`src/rtl/bitstream_decoder.sv`:
```
// Stochastic bitstream decoder: counts ones over a window of 2^WINDOW_BITS
// samples and presents the saturated count on a valid/ready output.
module bitstream_decoder #(
  parameter int WINDOW_BITS = 8,
  parameter bit CONTINUOUS  = 1'b0
) (
  input  logic                   clk,
  input  logic                   rst,
  input  logic                   start,
  input  logic                   x,
  output logic [WINDOW_BITS-1:0] y,
  output logic                   valid,
  input  logic                   ready,
  output logic                   busy,
  output logic                   overrun
);

  typedef enum logic [1:0] {
    IDLE  = 2'd0,
    COUNT = 2'd1,
    DONE  = 2'd2
  } state_t;

  state_t                 state;
  logic [WINDOW_BITS-1:0] cycles;
  logic [WINDOW_BITS:0]   ones;
  logic [WINDOW_BITS:0]   ones_next;
  logic [WINDOW_BITS-1:0] y_sat;
  logic                   last;

  // The only count that cannot fit in y is a full all-ones window.
  always_comb begin
    ones_next = ones + {{WINDOW_BITS{1'b0}}, x};
    last      = (cycles == {WINDOW_BITS{1'b1}});
    y_sat     = ones_next[WINDOW_BITS] ? {WINDOW_BITS{1'b1}} : ones_next[WINDOW_BITS-1:0];
  end

  always_ff @(posedge clk or posedge rst) begin
    if (rst) begin
      state   <= IDLE;
      cycles  <= '0;
      ones    <= '0;
      y       <= '0;
      valid   <= 1'b0;
      busy    <= 1'b0;
      overrun <= 1'b0;
    end else begin
      if (valid && ready)
        valid <= 1'b0;

      case (state)
        IDLE: begin
          if (CONTINUOUS || start) begin
            state  <= COUNT;
            busy   <= 1'b1;
            cycles <= '0;
            ones   <= '0;
          end
        end

        COUNT: begin
          cycles <= cycles + 1'b1;
          ones   <= ones_next;
          // A completion overrides any acceptance happening in the same cycle.
          if (last) begin
            y      <= y_sat;
            valid  <= 1'b1;
            ones   <= '0;
            cycles <= '0;
            if (valid && !ready)
              overrun <= 1'b1;
            if (!CONTINUOUS) begin
              state <= DONE;
              busy  <= 1'b0;
            end
          end
        end

        DONE: begin
          if (valid && ready)
            state <= IDLE;
        end

        default: begin
          state <= IDLE;
          busy  <= 1'b0;
        end
      endcase
    end
  end

endmodule

```
`config.mk`:
```
export PLATFORM = sky130hd
export DESIGN_NAME = bitstream_decoder
export DESIGN_NICKNAME = d
export VERILOG_FILES = /design/src/rtl/bitstream_decoder.sv
export SDC_FILE = /design/constraint.sdc
export NUM_CORES = 1
export LEC_CHECK = 0
export CAP_MARGIN = 25
export CORE_ASPECT_RATIO = 0.5
export CORE_MARGIN = 1
export CORE_UTILIZATION = 35
export DETAILED_ROUTE_END_ITERATION = 7
export GPL_ROUTABILITY_DRIVEN = 0
export GPL_TIMING_DRIVEN = 1
export HOLD_SLACK_MARGIN = 0.05
export PLACE_DENSITY_LB_ADDON = 0.05
export SLEW_MARGIN = 10
export SYNTH_ARGS = -nofsm -noshare
export SYNTH_HDL_FRONTEND = slang
export SYNTH_SLANG_ARGS = --single-unit
export TNS_END_PERCENT = 5
```
`constraint.sdc`:
```
create_clock -name clk -period 1.95 [get_ports clk]
set_input_delay 0.39 -clock clk [delete_from_list [all_inputs] [get_ports clk]]
set_output_delay 0.39 -clock clk [all_outputs]
set_load 0.02 [all_outputs]
```
Yosys cells after proc, flatten, opt, wreduce, memory -nomap -nowiden
Cells that the tools add are included.
{"block": "classes", "n_addsub": 2, "n_eq_ne": 6, "n_mux": 17, "n_bitwise": 1, "n_reduce_logical": 10}
{"op": "2-to-1 mux 8 bit", "count": 3}
{"op": "2-to-1 mux 9 bit", "count": 2}
{"op": "one-hot mux 9 bit (2 select lines)", "count": 1}
{"op": "one-hot mux 8 bit (2 select lines)", "count": 1}
{"op": "adder 9 x 1 -> 9 bit", "count": 1}
{"op": "AND reduction 3 bit", "count": 3}
{"op": "adder 8 x 1 -> 8 bit (second input constant)", "count": 1}
{"op": "== test 8 bit (second input constant)", "count": 1}
{"op": "2-to-1 mux 2 bit", "count": 3}
{"op": "!= test 2 bit (second input constant)", "count": 3}
{"op": "one-hot mux 2 bit (3 select lines)", "count": 1}
{"op": "2-to-1 mux 1 bit", "count": 5}
{"op": "AND reduction 2 bit", "count": 2}
{"op": "one-hot mux 1 bit (3 select lines)", "count": 1}
{"op": "== test 2 x 1 -> 1 bit (second input constant)", "count": 1}
{"op": "== test 2 bit (second input constant)", "count": 1}
{"op": "logical AND 1 bit", "count": 2}
{"op": "logical NOT 2 bit", "count": 1}
{"op": "nonzero test 2 bit", "count": 1}
{"op": "logical NOT 1 bit", "count": 1}
{"op": "NOT 1 bit", "count": 1}
{"block": "word_totals", "reg_bits": 30, "wordCells": 43}

Logic depth before layout (Yosys ltp)
{"block": "logic_depth", "depth_word": 4, "depth_mapped": 7}

Worst setup path before layout
Ideal clock, no wire load.
{"block": "synth_path", "path_kind": "input to register", "startpoint": "in x", "endpoint": "reg y[2]", "setup_time_ps": 81, "t_arrival_ps": 1663, "required_ps": 1869, "slack_ps": 206, "stages": 7, "n_path_buf": 1, "path_cell_list": "ha_1 > ha_1 > nand3_1 > or3_4 > and2_1 > buf_6 > a31oi_2"}
{"block": "synth_via", "elab_chain_cells": 2}
{"element": "from (decl)", "line": "10", "text": "input logic x,"}
{"element": "adder 9 x 1 -> 9 bit", "line": "33", "text": "ones_next = ones + {{WINDOW_BITS{1'b0}}, x};"}
{"element": "2-to-1 mux 8 bit", "line": "35", "text": "y_sat = ones_next[WINDOW_BITS] ? {WINDOW_BITS{1'b1}} : ones_next[WINDOW_BITS-1:0];"}
{"element": "to (signal assigned)", "line": "66", "text": "y <= y_sat;"}
{"element": "to (decl)", "line": "11", "text": "output logic [WINDOW_BITS-1:0] y,"}
Every way passes these cells.
A chain may end at the register's enable or synchronous reset.

Worst setup path in the final report
{"block": "layout_path", "startpoint": "in x", "endpoint": "reg y[4]"}
The elaborated chain is that of the path after synthesis.

==> impl_metrics.yaml <==
setup_path:
  path_cells: "clkdlybuf4s50_1 -> ha_2 -> ha_4 -> nand3_1 -> or3_4 -> and2_4 -> buf_4 -> a31oi_2"
  cp_data_arrival_time_ps: 2090
  cp_num_buf_inv: 2
  cp_max_fo: 4
  path_delay_family: "buffers and inverters"
  slowest_delay_ps: 460
  crit_path_start_kind: "primary input"
  end_kind: "register"
  ff2ff_setup_slack_ps: 240
  worstSetupPathType: "in -> reg"
  critical-path-slowest-cell: "clkdlybuf4s50_1"
  worstPathRequired_ps: 2150
route:
  route.detailed.drc: 0
  drt_iter0_drc: 29
  dr.pass1.iters: 4
  drt_wl_total_mm: 3.31
  drtAntennaViolNets: 0
  wl_per_cell_um: 14.4
  routed_via_density: 4.97
  routed-via-count: 1143
layout:
  ff_latch_area_um2: 751
  final_common_cell: "dfrtp_1"
  drive_gt1_frac: 0.188
  finalNetCount: 185
  multi_input_area_um2: 718
  n_fill_cell: 398
  antennaDiodeCount: 0
  final_cell_mix: "dfrtp_1 (30), nor2_1 (19), clkdlybuf4s50_1 (15)"
  synthToLayoutAreaGrowth_pct: 25.6
global_route:
  grt_pass1_vias: 1098
  antenna_found_initial: 0
  gr-usage-all-layers: 0.163
  grt_pass1_wl_mm: 5.51
  grt_overflow: 0
  grt_max_degree: 31
yosys:
  synthXorXnorAreaFrac: 0.0407
  syn_inst: 147
  yosys.area_share.simple: 0.171
  netlist_area_mm2: 0.00151
  avgSynthCellArea_um2: 10.3
  yosysWarningCount: 0
  synthAdderAreaFrac: 0.0249
  synth_seq_cells: 30
  synth_top_family_by_area: "compound AO/OA/AOI/OAI gates"
  yosysSeqAreaShare: 0.498
  netlist-cell-type-count: 36
  syn_nets: 155
  synth-compound-area-share: 0.213
  muxShareOfSynthArea: 0.00664
outcome:
  status: "finished, final reports clean"
die:
  die_w_um: 94.8
  dieArea_mm2: 0.00459
  io_pins: 16
  fp.coreArea_mm2: 0.00400
  start_util: 0.377
  row_count: 16
  die_y_um: 48.4
timing:
  skew_ps: 5.65
  fin_hold_ws_ps: 472
  layout_setup_ws_ps: 60.2
  finalSetupViolations: 0
  slew_violations: 0
  final.min_clock_period_ps: 1890
  slew_headroom: 0.641
  fin_crit_sh: 0.969
  clock.fmax_mhz: 529
  tightest_slew_ps: 538
  hold_viol: 0
clock_tree:
  clock-sinks: 30
  ctsLongestPathBuffers: 2
  cts_tree: "built"
  cts_buffers: 5
  insertion_delay_ps: 270
  clk_pin_slew_ps: 60
  clock-root-buffer: "clkbuf_8"
  htree_levels: 2
power_and_ir_drop:
  p_sw_uw: 825
  pwr-share-comb: 0.338
  share_seq_of_total_power: 0.450
  p_leak_nw: 0.854
  internal_power_mw: 1.48
  p_per_area_mw_per_mm2: 1220
  vdd_drop_max_uv: 498
  fin_total_pwr_mw: 2.31
  clock_power_share: 0.212
  switching_share: 0.358
placed_design:
  place_ws_ps: -267
  portBuffers: 15
  dpl.hpwl_mm: 2.37
hold_path:
  hp-class: "reg -> reg"
flow_run:
  maxCapViolations: 0
## metrics by stage
stage          area [µm²]  setup TNS, ps  std cells   util
2_1_floorplan        1510              0        147      -
5_1_grt              1890          -1.17        230  0.473
3_5_place_dp         1780          -2210        224  0.445
6_report             1890              0        230  0.473
3_3_place_gp         1780          -1980        224  0.445
4_1_cts              1860              0        230  0.465
## per-layer routing
metal | vias up | GRT usage | part of all wire
li1 | 582 | - | -
met1 | 538 | 0.238 | 0.53
met2 | 18 | 0.231 | 0.43
met3 | 5 | 0.0519 | 0.036
met4 | 0 | 0.0455 | 0.0085
met5 | - | 0 | 0
## synth_stat cells
master,count,share of area
nand2_1,13,0.032
xnor2_1,5,0.029
a31oi_1,4,0.017
ha_1,3,0.025
a31o_2,1,0.0058
and4_1,1,0.0058
or3_1,2,0.0083
inv_1,5,0.012
a21boi_0,1,0.0050
o31ai_1,1,0.0050
nand3_1,7,0.023
nand4_2,1,0.0083
mux2i_1,1,0.0066
a21boi_2,1,0.0075
dfrtp_1,30,0.50
or3_4,1,0.0075
clkbuf_1,1,0.0025
xor2_1,2,0.012
a31oi_2,3,0.025
a41oi_1,4,0.023
nor4b_1,1,0.0058
buf_2,1,0.0033
nor3_1,2,0.0066
and2_1,1,0.0042
and3_1,2,0.0083
a21o_1,5,0.025
o21bai_1,1,0.0050
a31oi_4,1,0.014
buf_4,1,0.0050
nand2b_1,2,0.0083
a21oi_1,6,0.020
a22o_1,6,0.035
o21ai_0,8,0.027
buf_6,3,0.022
and2b_1,1,0.0050
nor2_1,19,0.047
## cell families after synthesis
family                     after synthesis
muxes                                    1
DFF                                     30
adders and majority gates                3
AOI/OAI and AO/OA                       42
buffers and inverters                   11
and+or+nand+nor                         53
xor gates and xnor gates                 7
## tightest hold or removal path: cells and delay by family, from the launching register on
family / cells / cell delay (ps)
flip-flops: 1 / 350
buffers and inverters: 1 / 40
AO/OA/AOI/OAI: 1 / 50
## power by group through the flow
stage                     logic (mW)  clock network [mW]  registers (mW)
final                          0.779               0.490            1.04
after CTS                      0.766               0.509            1.03
after floorplan                0.565                   0           0.989
after global routing           0.881               0.536            1.08
after detailed placement       0.759                   0            1.04
after global placement         0.755                   0            1.04
## final timing paths
kind / from / endpoint / cells past startpoint
max: x / y[4] / 8
min: overrun / overrun / 2
max reg2reg: cycles[0] / y[7] / 5
min reg2reg: overrun / overrun / 2
max in group asynchronous: rst / ones[6] / 3
min in group asynchronous: rst / ones[3] / 3
## layout make-up
cell class / count / share of cell area
clock buffers: 6 / 0.0436
inverters: 5 / 0.00991
multi-input cells: 106 / 0.379
repair buffers: 29 / 0.135
flip-flops and latches: 30 / 0.397
well taps: 54 / 0.0357
## sequential cells by signal (all words and copies together) (netlist names)
signal,cells
y,8
state,2
busy,1
ones,9
overrun,1
cycles,8
valid,1
## what timing repair did
item                                    4_1_cts  5_1_grt
hold buffers                                  0        0
endpoints found under the setup margin        0        7
setup buffers                                 0        0
gates resized for setup                       0        7
Note: power is estimated with default switching activity, not from simulation.
